`src/rtl/tx_symbol_scheduler.sv`:
```
// Arbitrates requesters A and B onto the serializer parallel input, one symbol per BITS_PER_SYM clocks.
// Optional periodic SKP ordered-set insertion is compiled in with `define SKP_INSERT_EN.
module tx_symbol_scheduler #(
  parameter int SYM_W        = 10,
  parameter int BITS_PER_SYM = 10,
  parameter int SKP_INTERVAL = 64
) (
  input  logic             CLOCK,
  input  logic             RESET_L,
  input  logic             REQ_A,
  input  logic [SYM_W-1:0] DATA_A,
  input  logic             LAST_A,
  output logic             GNT_A,
  input  logic             REQ_B,
  input  logic [SYM_W-1:0] DATA_B,
  input  logic             LAST_B,
  output logic             GNT_B,
  output logic [SYM_W-1:0] SYM_OUT,
  output logic             SYM_LOAD,
  output logic             LINK_IDLE
);

  localparam int               CNT_W    = (BITS_PER_SYM > 1) ? $clog2(BITS_PER_SYM) : 1;
  localparam logic [CNT_W-1:0] LAST_BIT = CNT_W'(BITS_PER_SYM - 1);
  localparam logic [SYM_W-1:0] SYM_COM  = SYM_W'(10'b0011111010);

  if (BITS_PER_SYM < 2 || SKP_INTERVAL < 1 || SYM_W < 1) begin : g_param_check
    $error("tx_symbol_scheduler: invalid parameter values");
  end

`ifdef SKP_INSERT_EN
  localparam logic [SYM_W-1:0] SYM_SKP   = SYM_W'(10'b0011110100);
  localparam int               SKP_CNT_W = (SKP_INTERVAL > 1) ? $clog2(SKP_INTERVAL) : 1;
  localparam logic [SKP_CNT_W-1:0] SKP_LAST = SKP_CNT_W'(SKP_INTERVAL - 1);

  typedef enum logic [1:0] {ST_ARB, ST_OWN_A, ST_OWN_B, ST_SKP} state_t;
`else
  typedef enum logic [1:0] {ST_ARB, ST_OWN_A, ST_OWN_B} state_t;
`endif

  logic [CNT_W-1:0] r_bit_cnt;
  state_t           r_state;
  logic             r_rr_b;
  logic [SYM_W-1:0] r_sym_out;
  logic             r_sym_load;
  logic             r_link_idle;

  logic             w_boundary;
  logic             w_gnt_a;
  logic             w_gnt_b;
  state_t           w_state_nx;
  logic [SYM_W-1:0] w_sym_nx;
  logic             w_idle_nx;
  logic             w_rr_nx;

`ifdef SKP_INSERT_EN
  logic [SKP_CNT_W-1:0] r_skp_cnt;
  logic                 r_skp_pending;
  logic [1:0]           r_skp_idx;
  logic                 r_sym_os;
  logic                 w_os_nx;
  logic                 w_skp_done;
  logic [1:0]           w_skp_idx_nx;
`endif

  assign w_boundary = (r_bit_cnt == LAST_BIT);

  always_comb begin
    w_gnt_a    = 1'b0;
    w_gnt_b    = 1'b0;
    w_state_nx = r_state;
    w_sym_nx   = SYM_COM;
    w_idle_nx  = 1'b0;
    w_rr_nx    = r_rr_b;
`ifdef SKP_INSERT_EN
    w_os_nx      = 1'b0;
    w_skp_done   = 1'b0;
    w_skp_idx_nx = r_skp_idx;
`endif
    if (w_boundary) begin
      case (r_state)
        ST_ARB: begin
`ifdef SKP_INSERT_EN
          // COM leads the ordered set; the three SKPs follow from ST_SKP
          if (r_skp_pending) begin
            w_os_nx      = 1'b1;
            w_state_nx   = ST_SKP;
            w_skp_idx_nx = 2'd0;
          end else
`endif
          if (REQ_A && (!REQ_B || !r_rr_b)) begin
            w_gnt_a  = 1'b1;
            w_sym_nx = DATA_A;
            if (LAST_A) begin
              w_rr_nx = 1'b1;
            end else begin
              w_state_nx = ST_OWN_A;
            end
          end else if (REQ_B) begin
            w_gnt_b  = 1'b1;
            w_sym_nx = DATA_B;
            if (LAST_B) begin
              w_rr_nx = 1'b0;
            end else begin
              w_state_nx = ST_OWN_B;
            end
          end else begin
            w_idle_nx = 1'b1;
          end
        end
        ST_OWN_A: begin
          if (REQ_A) begin
            w_gnt_a  = 1'b1;
            w_sym_nx = DATA_A;
            if (LAST_A) begin
              w_state_nx = ST_ARB;
              w_rr_nx    = 1'b1;
            end
          end
        end
        ST_OWN_B: begin
          if (REQ_B) begin
            w_gnt_b  = 1'b1;
            w_sym_nx = DATA_B;
            if (LAST_B) begin
              w_state_nx = ST_ARB;
              w_rr_nx    = 1'b0;
            end
          end
        end
`ifdef SKP_INSERT_EN
        ST_SKP: begin
          w_sym_nx = SYM_SKP;
          w_os_nx  = 1'b1;
          if (r_skp_idx == 2'd2) begin
            w_state_nx = ST_ARB;
            w_skp_done = 1'b1;
          end else begin
            w_skp_idx_nx = r_skp_idx + 2'd1;
          end
        end
`endif
        default: begin
          w_state_nx = ST_ARB;
        end
      endcase
    end
  end

  always_ff @(posedge CLOCK or negedge RESET_L) begin
    if (!RESET_L) begin
      r_bit_cnt   <= '0;
      r_state     <= ST_ARB;
      r_rr_b      <= 1'b0;
      r_sym_out   <= SYM_COM;
      r_sym_load  <= 1'b0;
      r_link_idle <= 1'b1;
`ifdef SKP_INSERT_EN
      r_sym_os    <= 1'b0;
      r_skp_idx   <= 2'd0;
`endif
    end else begin
      r_bit_cnt  <= w_boundary ? '0 : r_bit_cnt + 1'b1;
      r_sym_load <= w_boundary;
      if (w_boundary) begin
        r_state     <= w_state_nx;
        r_sym_out   <= w_sym_nx;
        r_link_idle <= w_idle_nx;
        r_rr_b      <= w_rr_nx;
`ifdef SKP_INSERT_EN
        r_sym_os    <= w_os_nx;
        r_skp_idx   <= w_skp_idx_nx;
`endif
      end
    end
  end

`ifdef SKP_INSERT_EN
  // Loads belonging to an ordered set, or made while one is owed, do not advance the interval
  always_ff @(posedge CLOCK or negedge RESET_L) begin
    if (!RESET_L) begin
      r_skp_cnt     <= '0;
      r_skp_pending <= 1'b0;
    end else begin
      if (w_skp_done) begin
        r_skp_pending <= 1'b0;
      end else if (r_sym_load && !r_sym_os && !r_skp_pending) begin
        if (r_skp_cnt == SKP_LAST) begin
          r_skp_cnt     <= '0;
          r_skp_pending <= 1'b1;
        end else begin
          r_skp_cnt <= r_skp_cnt + 1'b1;
        end
      end
    end
  end
`endif

  assign GNT_A     = w_gnt_a;
  assign GNT_B     = w_gnt_b;
  assign SYM_OUT   = r_sym_out;
  assign SYM_LOAD  = r_sym_load;
  assign LINK_IDLE = r_link_idle;

endmodule

```
`config.mk`:
```
export PLATFORM = sky130hd
export DESIGN_NAME = tx_symbol_scheduler
export DESIGN_NICKNAME = d
export VERILOG_FILES = /design/src/rtl/tx_symbol_scheduler.sv
export SDC_FILE = /design/constraint.sdc
export NUM_CORES = 1
export LEC_CHECK = 0
export CORE_ASPECT_RATIO = 1.4
export CORE_UTILIZATION = 40
export DETAILED_ROUTE_END_ITERATION = 6
export GPL_TIMING_DRIVEN = 0
export HOLD_SLACK_MARGIN = 0.08
export PLACE_DENSITY = 0.76
export SYNTH_ARGS = -nofsm -noshare
export SYNTH_HDL_FRONTEND = slang
export SYNTH_SLANG_ARGS = --single-unit
```
`constraint.sdc`:
```
create_clock -name CLOCK -period 1.69 [get_ports CLOCK]
set_input_delay 0.169 -clock CLOCK [delete_from_list [all_inputs] [get_ports CLOCK]]
set_output_delay 0.169 -clock CLOCK [all_outputs]
set_load 0.05 [all_outputs]
```
======== Yosys cells after proc, flatten, opt, wreduce, memory -nomap -nowiden ========
Cells that the tools add are included.
storage, ports and cells
  register bits after elaboration ......... 19
  bits in latches ......................... 0
  RAM bits ................................ 0
  memory bits (read-only) ................. 0
  output and inout bits ................... 14
  word-level logic and storage cells ...... 56
  memories kept ........................... 0
cells by class
  add/subtract/negate cells ............... 1
  multipliers ............................. 0
  divide/modulo/power cells ............... 0
  order comparisons ....................... 0
  equality and inequality tests ........... 10
  shifts and indexed selects .............. 0
  muxes and demuxes ....................... 31
  bitwise operators ....................... 0
  reduce and logical (&&, ||, !) cells .... 8
operators with widths
  cell                                                  count
  two-way mux 10 bit                                    3
  case mux 10 bit (3 select lines)                      1
  two-way mux 2 bit                                     8
  two-way mux 1 bit                                     14
  != test 3 bit (second input constant)                 3
  != test 2 bit (second input constant)                 4
  AND reduction 8 bit                                   1
  case mux 2 bit (3 select lines)                       1
  adder 4 x 1 -> 4 bit (second input constant)          1
  equality test 4 bit (second input constant)           1
  two-way mux 4 bit                                     1
  case mux 1 bit (2 select lines)                       2
  case mux 1 bit (3 select lines)                       1
  AND reduction 3 bit                                   1
  nonzero test 3 bit                                    1
  equality test 2 x 1 -> 1 bit (second input constant)  1
  equality test 2 bit (second input constant)           1
  logical NOT 1 bit                                     2
  logical NOT 2 bit                                     1
  logical AND 1 bit                                     1
  logical OR 1 bit                                      1

======== Depth between registers and ports, before layout ========
Gate-level depths: netlist of run 1.
  depth after elaboration ................. 6
  gate-level depth with buffers ........... 7
  gate-level depth less buffers ........... 6

======== Least setup slack after synthesis of run 1 ========
OpenSTA, ideal clock, no wires.
  path type ............................... flip-flop to output port
  start ................................... register r_state[0]
  end ..................................... output port GNT_A
  arrival ................................. 1549 ps
  path slack .............................. -28 ps
  stages on the path, launching flop included .. 7
  path buffers ............................ 1
  path through ............................ dfrtp_1 -> inv_1 -> ha_1 -> buf_2 -> a21boi_0 -> o21a_1 -> and2_1
between the ends
  longest elaborated chain between the ends .. 3
  elaborated cells on any way between the ends .. 4
  classes of those cells .................. 1 x eq/ne; 2 x mux; 1 x reduce/logical
ends and longest elaborated chain
  element                                                            RTL line  source
  start: declaration                                                 42        state_t r_state;
  start signal: assignment                                           166       r_state <= w_state_nx;
  equality test 2 x 1 -> 1 bit or logical NOT 2 bit (tied branches)  81        case (r_state)
  case mux 1 bit (2 select lines) *                                  81
  two-way mux 1 bit *                                                80        if (w_boundary) begin
  end: declaration                                                   13        output logic GNT_A,
Mark *: on every way between the ends. The rest lies on a longest branch, timed or not.

======== Worst setup path after layout of run 1 ========
  start ................................... register r_state[1]
  end ..................................... output port GNT_B
between the ends
  longest elaborated chain between the ends .. 3
  elaborated cells on any way between the ends .. 4
  classes of those cells .................. 1 x eq/ne; 2 x mux; 1 x reduce/logical
ends and longest elaborated chain
  element                                                   RTL line  source
  equality test 2 bit or logical NOT 2 bit (tied branches)  81
  case mux 1 bit (2 select lines) *                         81
  two-way mux 1 bit *                                       80
  end: declaration                                          17        output logic GNT_B,
Marks and branches as above.

==> results of run 1 <==
repair_timing:
action                                  in CTS  in global routing
pin swaps                                    1                  8
endpoints found under the setup margin      13                  7
setup buffers                                6                 10
gates resized for setup                     34                  9
routing by layer:
| layer | wire (microns) | vias up | track usage | part of all wire |
|---|---|---|---|---|
| li1 | - | 526 | - | - |
| met1 | 1250 | 534 | 0.271 | 0.41 |
| met2 | 1630 | 29 | 0.366 | 0.53 |
| met3 | 114 | 9 | 0.0198 | 0.037 |
| met4 | 79 | 0 | 0.0993 | 0.026 |
| met5 | 0 | - | 0 | 0 |
cells in the final DEF (no fill, tap or decap), drive strengths merged, types with 2 or more instances in the layout:
cell and instances:
a32o 3, inv 9, dfstp 7, a22o 4, a21oi 11, ha 4
dlygate4sd2 7, clkdlybuf4s50 28, a21boi 2, nand2b 2, a21o 4, buf 21
mux2i 4, dfrtp 12, a31oi 7, nor2 8, o21ai 10, nand2 7
clkbuf 4, dlymetal6s2s 2
through the flow:
stage | utilization | hold WS (ps) | total power [mW] | area (sq um) | TNS, ps
floorplan | - | -127 | 1.87 | 1110 | 0
global placement | 0.586 | 461 | 2.31 | 1550 | -1180
detailed placement | 0.586 | 469 | 2.35 | 1550 | -1590
CTS | 0.625 | 383 | 2.69 | 1650 | -122
global route | 0.666 | 417 | 3.00 | 1760 | -555
finish | 0.666 | 330 | 2.83 | 1760 | -251
cell type report:
cell class                      count  area, sq um
Multi-Input combinational cell     80          621
Tap cell                           36         45.0
Fill cell                         226          883
Inverter                            9         38.8
Clock buffer                        4         26.3
Timing Repair Buffer               55          517
Sequential cell                    19          484
Buffer                              3         27.5
flip-flops by register name, indices dropped and copies added, names as in the netlist:
| register | cells |
|---|---|
| SYM_OUT | 10 |
| LINK_IDLE | 1 |
| r_bit_cnt | 4 |
| r_rr_b | 1 |
| SYM_LOAD | 1 |
| r_state | 2 |
power by group:
group | internal (mW) | switching (mW)
clock | 0.0921 | 0.144
combinational | 0.775 | 1.07
sequential | 0.657 | 0.0911
final timing paths:
| kind | start | end | depth (start not counted) |
|---|---|---|---|
| worst min-delay path | RESET_L | SYM_OUT[9] | 1 |
| worst max-delay path | r_state[1] | GNT_B | 6 |
| max in group asynchronous | RESET_L | r_state[0] | 1 |
| min in group CLOCK | DATA_A[6] | SYM_OUT[6] | 3 |
| worst min register to register | LINK_IDLE | LINK_IDLE | 2 |
| worst max register to register | r_state[0] | SYM_OUT[0] | 7 |
cell families (layout without fill, tap and decap cells):
kind of cell             Yosys count  in the layout  share of synthesized area
AO/OA/AOI/OAI                     48             48                      0.313
AND/OR/NAND/NOR                   22             22                     0.0956
flip-flops                        19             19                      0.435
buffers and inverters             14             71                     0.0574
multiplexers                       5              5                     0.0461
adder cells (fa/ha/maj)            4              4                     0.0450
XOR/XNOR                           1              1                    0.00788
==> reports/metrics.cfg, run 1 <==
[cts]
clk_pin_slew_ps = 110
cts_hold_buf = 0
insertion_delay_ps = 300
numCtsBuffers = 3
cts_sinks = 19
htree_num_levels = 1
cts-root-buf = clkbuf_4
cts_tree = done
clockBufferDepth = 2

[global_route]
grt_overflow = 0
grt_pass1_wl_mm = 4.78
grt_pass1_vias = 1111
grt_max_degree = 20
antenna_found_initial = 0
grt_use_total = 0.220

[outcome]
violations = setup timing
status = finished, violations left

[synthesis]
syn_area_sq_mm = 0.00111
netlist_top_cells_count = dfrtp_1 (12), a21oi_1 (11), inv_1 (8), nor2_1 (8), o21ai_0 (8)
synth_top_area_share = 0.270
synth-seq-cells = 19
ys_types = 36
synth_top_area_cell = dfrtp_1
async_flop_share = 1.00
yosys_warnings = 0
yosysSeqAreaShare = 0.435
syn_inst = 113
syn_area_per_cell_sq_um = 9.84
syn_nets = 143
synthTopCellsByArea = dfrtp_1 (27%), dfstp_2 (17%), a21oi_1 (4.9%), ha_1 (4.5%), a31oi_1 (3.9%)
synth_edf_count = 0
yosysMostFrequentCell = dfrtp_1
ys.flop_type = dfrtp_1

[finish]
layout-drive-gt1-share = 0.294
stdcell_count = 206
fin_nets = 201
syn_to_final_growth_pct = 58.2
num_antenna_cells = 0

[sta]
hold_viol = 0
setup_violations = 4
slew-limit-headroom = 0.444
finalMaxSlewViolations = 0
final.setup.worst_slack_ps = -113
rsz0062_at_grt = true
fin_skew_ps = 3.10
fin_crit_sh = 1.07
fmax_ghz = 0.554
fin_crit_ps = 1800
worstMarginPinSlew_ps = 831

[detailed_routing]
wl_per_cell_microns = 14.9
vias_per_cell = 5.33
dr_total_vias = 1098
wl_mm = 3.07
drc = 0
drt_pre_antenna_iters = 4
ant_nets = 0
dr.first_iter.drc_count = 32

[floorplanning]
fp.dieW_microns = 46.6
die_height_microns = 64.4
core_area_sq_mm = 0.00264
placementRows = 22
dieArea_sq_mm = 0.00300
pin_count = 40
initial_core_util = 0.421

[critical_path]
crit_top_cell = buf_4
reg2reg_setup_slack_ps = -20
path_max_fanout = 4
slowest_stage = dfrtp_1
cpPeakStageDelay_ps = 400
path_class = reg2out
critical_path_arrival_ps = 1630
crit_family = buffers and inverters
required_ps = 1520
crit_buf_inv = 3
endpoint_kind = output port
cp_cell_sequence = buf_4 > buf_4 > ha_4 > a21o_1 > and3_4 > buf_8
cp-start-kind = flip-flop

[place]
post-place-cells = 188
pre_cts_ws_ps = -731
numPortBuffers = 39
gp_congestion = 0.892
dp_hpwl_mm = 2.13

[job]
drv_cap = 0

[pwr]
pwr_density_cell_mw_per_mm2 = 1610
leakage_nw = 0.821
ir_drop_mv = 0.883

[hold_path]
hold_class = in2async

(Power assumes the default switching activity.)
==> run 2, diff against run 1 <==
- GPL_TIMING_DRIVEN: 0 -> unset
==> run 2 against run 1 <==
Worst setup slack gained 71 ps. Wire length grew 4.9%. Sequential power grew 2%. Utilization is essentially flat. Worst hold slack lost 130 ps. Maximum frequency grew 4.1%. Clock skew is essentially flat. Total power grew 5.2%. The flow still finishes with violations (setup timing). Clock-buffer cell count is the same. Critical path depth is the same. First-iteration DRC count shrank 53%. Largest cell class unchanged.
==> reports/metrics.cfg, run 2 (same netlist as run 1, synthesis figures left out) <==
[critical_path]
cpPeakStageDelay_ps = 400
path_max_fanout = 2
required_ps = 1520
slowest_stage = dfrtp_1
critical_path_arrival_ps = 1560
crit_family = flip-flops
endpoint_kind = output port
cp_cell_sequence = inv_2 > ha_4 > a21boi_2 > o21a_4 > and2_4 > buf_12
cp-start-kind = flip-flop
crit_buf_inv = 2
path_class = reg2out

[pwr]
pwr_density_cell_mw_per_mm2 = 1690
p_seq_frac = 0.256
p_switching_mw = 1.36
swShare = 0.456
p_comb_frac = 0.664
ir_drop_mv = 0.940
p_clk_frac = 0.079
leakage_nw = 0.820
intPower_mw = 1.62

[floorplanning]
core_area_sq_mm = 0.00264
pin_count = 40
dieArea_sq_mm = 0.00300
placementRows = 22
initial_core_util = 0.421
die_height_microns = 64.4
fp.dieW_microns = 46.6

[global_route]
grt_pass1_vias = 1116
grt_max_degree = 20
grt_use_total = 0.237
met1_usage = 0.305
grt_util_met2 = 0.389
top_usage_layer = met2
antenna_found_initial = 0
grt_pass1_wl_mm = 5.16
globalRouteMet3Util = 0.0198
grt_overflow = 0

[detailed_routing]
ant_nets = 0
dr.first_iter.drc_count = 15
drt_pre_antenna_iters = 4
drc = 0
vias_per_cell = 5.34
dr_total_vias = 1101
wl_mm = 3.22
wl_per_cell_microns = 15.6

[cts]
cts_sinks = 19
cts_hold_buf = 0
cts_tree = done
numCtsBuffers = 3
cts-root-buf = clkbuf_4
insertion_delay_ps = 300
htree_num_levels = 1
clk_pin_slew_ps = 110
clockBufferDepth = 2

[finish]
num_antenna_cells = 0
finish.utilization = 0.666
final_cell_area_sq_mm = 0.00176
largest_reg_flops = 10
final_cell_mix = clkdlybuf4s50_1 (27), buf_4 (25), dfrtp_1 (11), a21oi_1 (11)
fillers = 225
fin_nets = 201
layout.cells.most_common = clkdlybuf4s50_1
syn_to_final_growth_pct = 58.3
layout-drive-gt1-share = 0.347

[outcome]
violations = setup timing
status = finished, violations left

[sta]
fin_skew_ps = 3.15
worstMarginPinSlew_ps = 501
fin_crit_sh = 1.03
slew-limit-headroom = 0.665
finalMaxSlewViolations = 0
final.setup.worst_slack_ps = -42.4
setup_violations = 2
fmax_ghz = 0.577
holdWs_ps = 202
rsz0062_at_grt = true
hold_viol = 0
fin_crit_ps = 1730

[job]
drv_cap = 0

[place]
postPlaceCellArea_sq_mm = 0.00157
numPortBuffers = 39
dp_hpwl_mm = 2.16
gp_congestion = 0.912

[hold_path]
hold_class = in2async

-- run 2: cell count changes in the layout (fill, tap and decap cells not counted), moves of 2 or more --
| cell | delta |
|---|---|
| dlygate4sd2_1 | -7 |
| buf_12 | +2 |
| buf_4 | +9 |
| buf_8 | -2 |
-- run 2: final cells by class --
| cell class | instances | area, sq um | share of cell area |
|---|---|---|---|
| clock buffers | 4 | 26.3 | 0.0149 |
| inverters | 9 | 33.8 | 0.0192 |
| multi-input cells | 80 | 624 | 0.355 |
| flip-flops and latches | 19 | 485 | 0.276 |
| well taps | 36 | 45.0 | 0.0256 |
| repair buffers | 58 | 546 | 0.310 |
-- run 2: final timing paths --
path	from	endpoint	slack [ps]	cells past startpoint
worst max-delay path	r_state[0]	GNT_A	-40	6
worst min-delay path	RESET_L	SYM_OUT[9]	200	2
worst max register to register	r_state[0]	SYM_OUT[0]	40	7
worst min register to register	LINK_IDLE	LINK_IDLE	480	2
max in group asynchronous	RESET_L	SYM_OUT[6]	1230	2
min in group CLOCK	DATA_B[7]	SYM_OUT[7]	480	3
-- run 2: repair_timing --
item / 4_1_cts / 5_1_grt
pin swaps: 4 / 3
buffers inserted: 10 / 2
gates resized for setup: 13 / 7
endpoints found under the setup margin: 2 / 8
-- run 2: layer usage --
| layer | vias up | wire length (microns) |
|---|---|---|
| met3 | 8 | 122 |
| met1 | 535 | 1280 |
| met2 | 33 | 1760 |
| li1 | 525 | - |
| met4 | 0 | 63 |
| met5 | - | 0 |
-- run 2: power groups by stage --
stage	combinational, mW	clock [mW]	sequential (mW)
final	1.98	0.236	0.763
after global routing	2.09	0.256	0.774
after CTS	1.88	0.236	0.755
after detailed placement	1.64	0	0.764
after global placement	1.62	0	0.757
after floorplan	0.703	0	1.17
-- run 2: worst reg2reg max path: stages (launching register included) --
cell,delay [ps]
dfrtp_1,400
inv_2,60
ha_4,160
a21boi_2,150
o21a_4,210
buf_4,150
a32o_1,210
a22o_2,220
-- run 2: through the flow --
step / setup slack [ps] / total power, mW / setup TNS [ps] / std cells
floorplan: 90.2 / 1.87 / 0 / 113
global placement: 61.5 / 2.38 / 0 / 190
detailed placement: -1.78 / 2.41 / -1.78 / 190
CTS: -45.0 / 2.87 / -52.8 / 204
global route: -80.0 / 3.12 / -138 / 206
finish: -42.4 / 2.97 / -63.1 / 206
==> run 3, diff against run 2 <==
- SLEW_MARGIN: unset -> 10
==> results of run 3 <==
No change in the layout: final DEF, timing and power equal those of run 2.
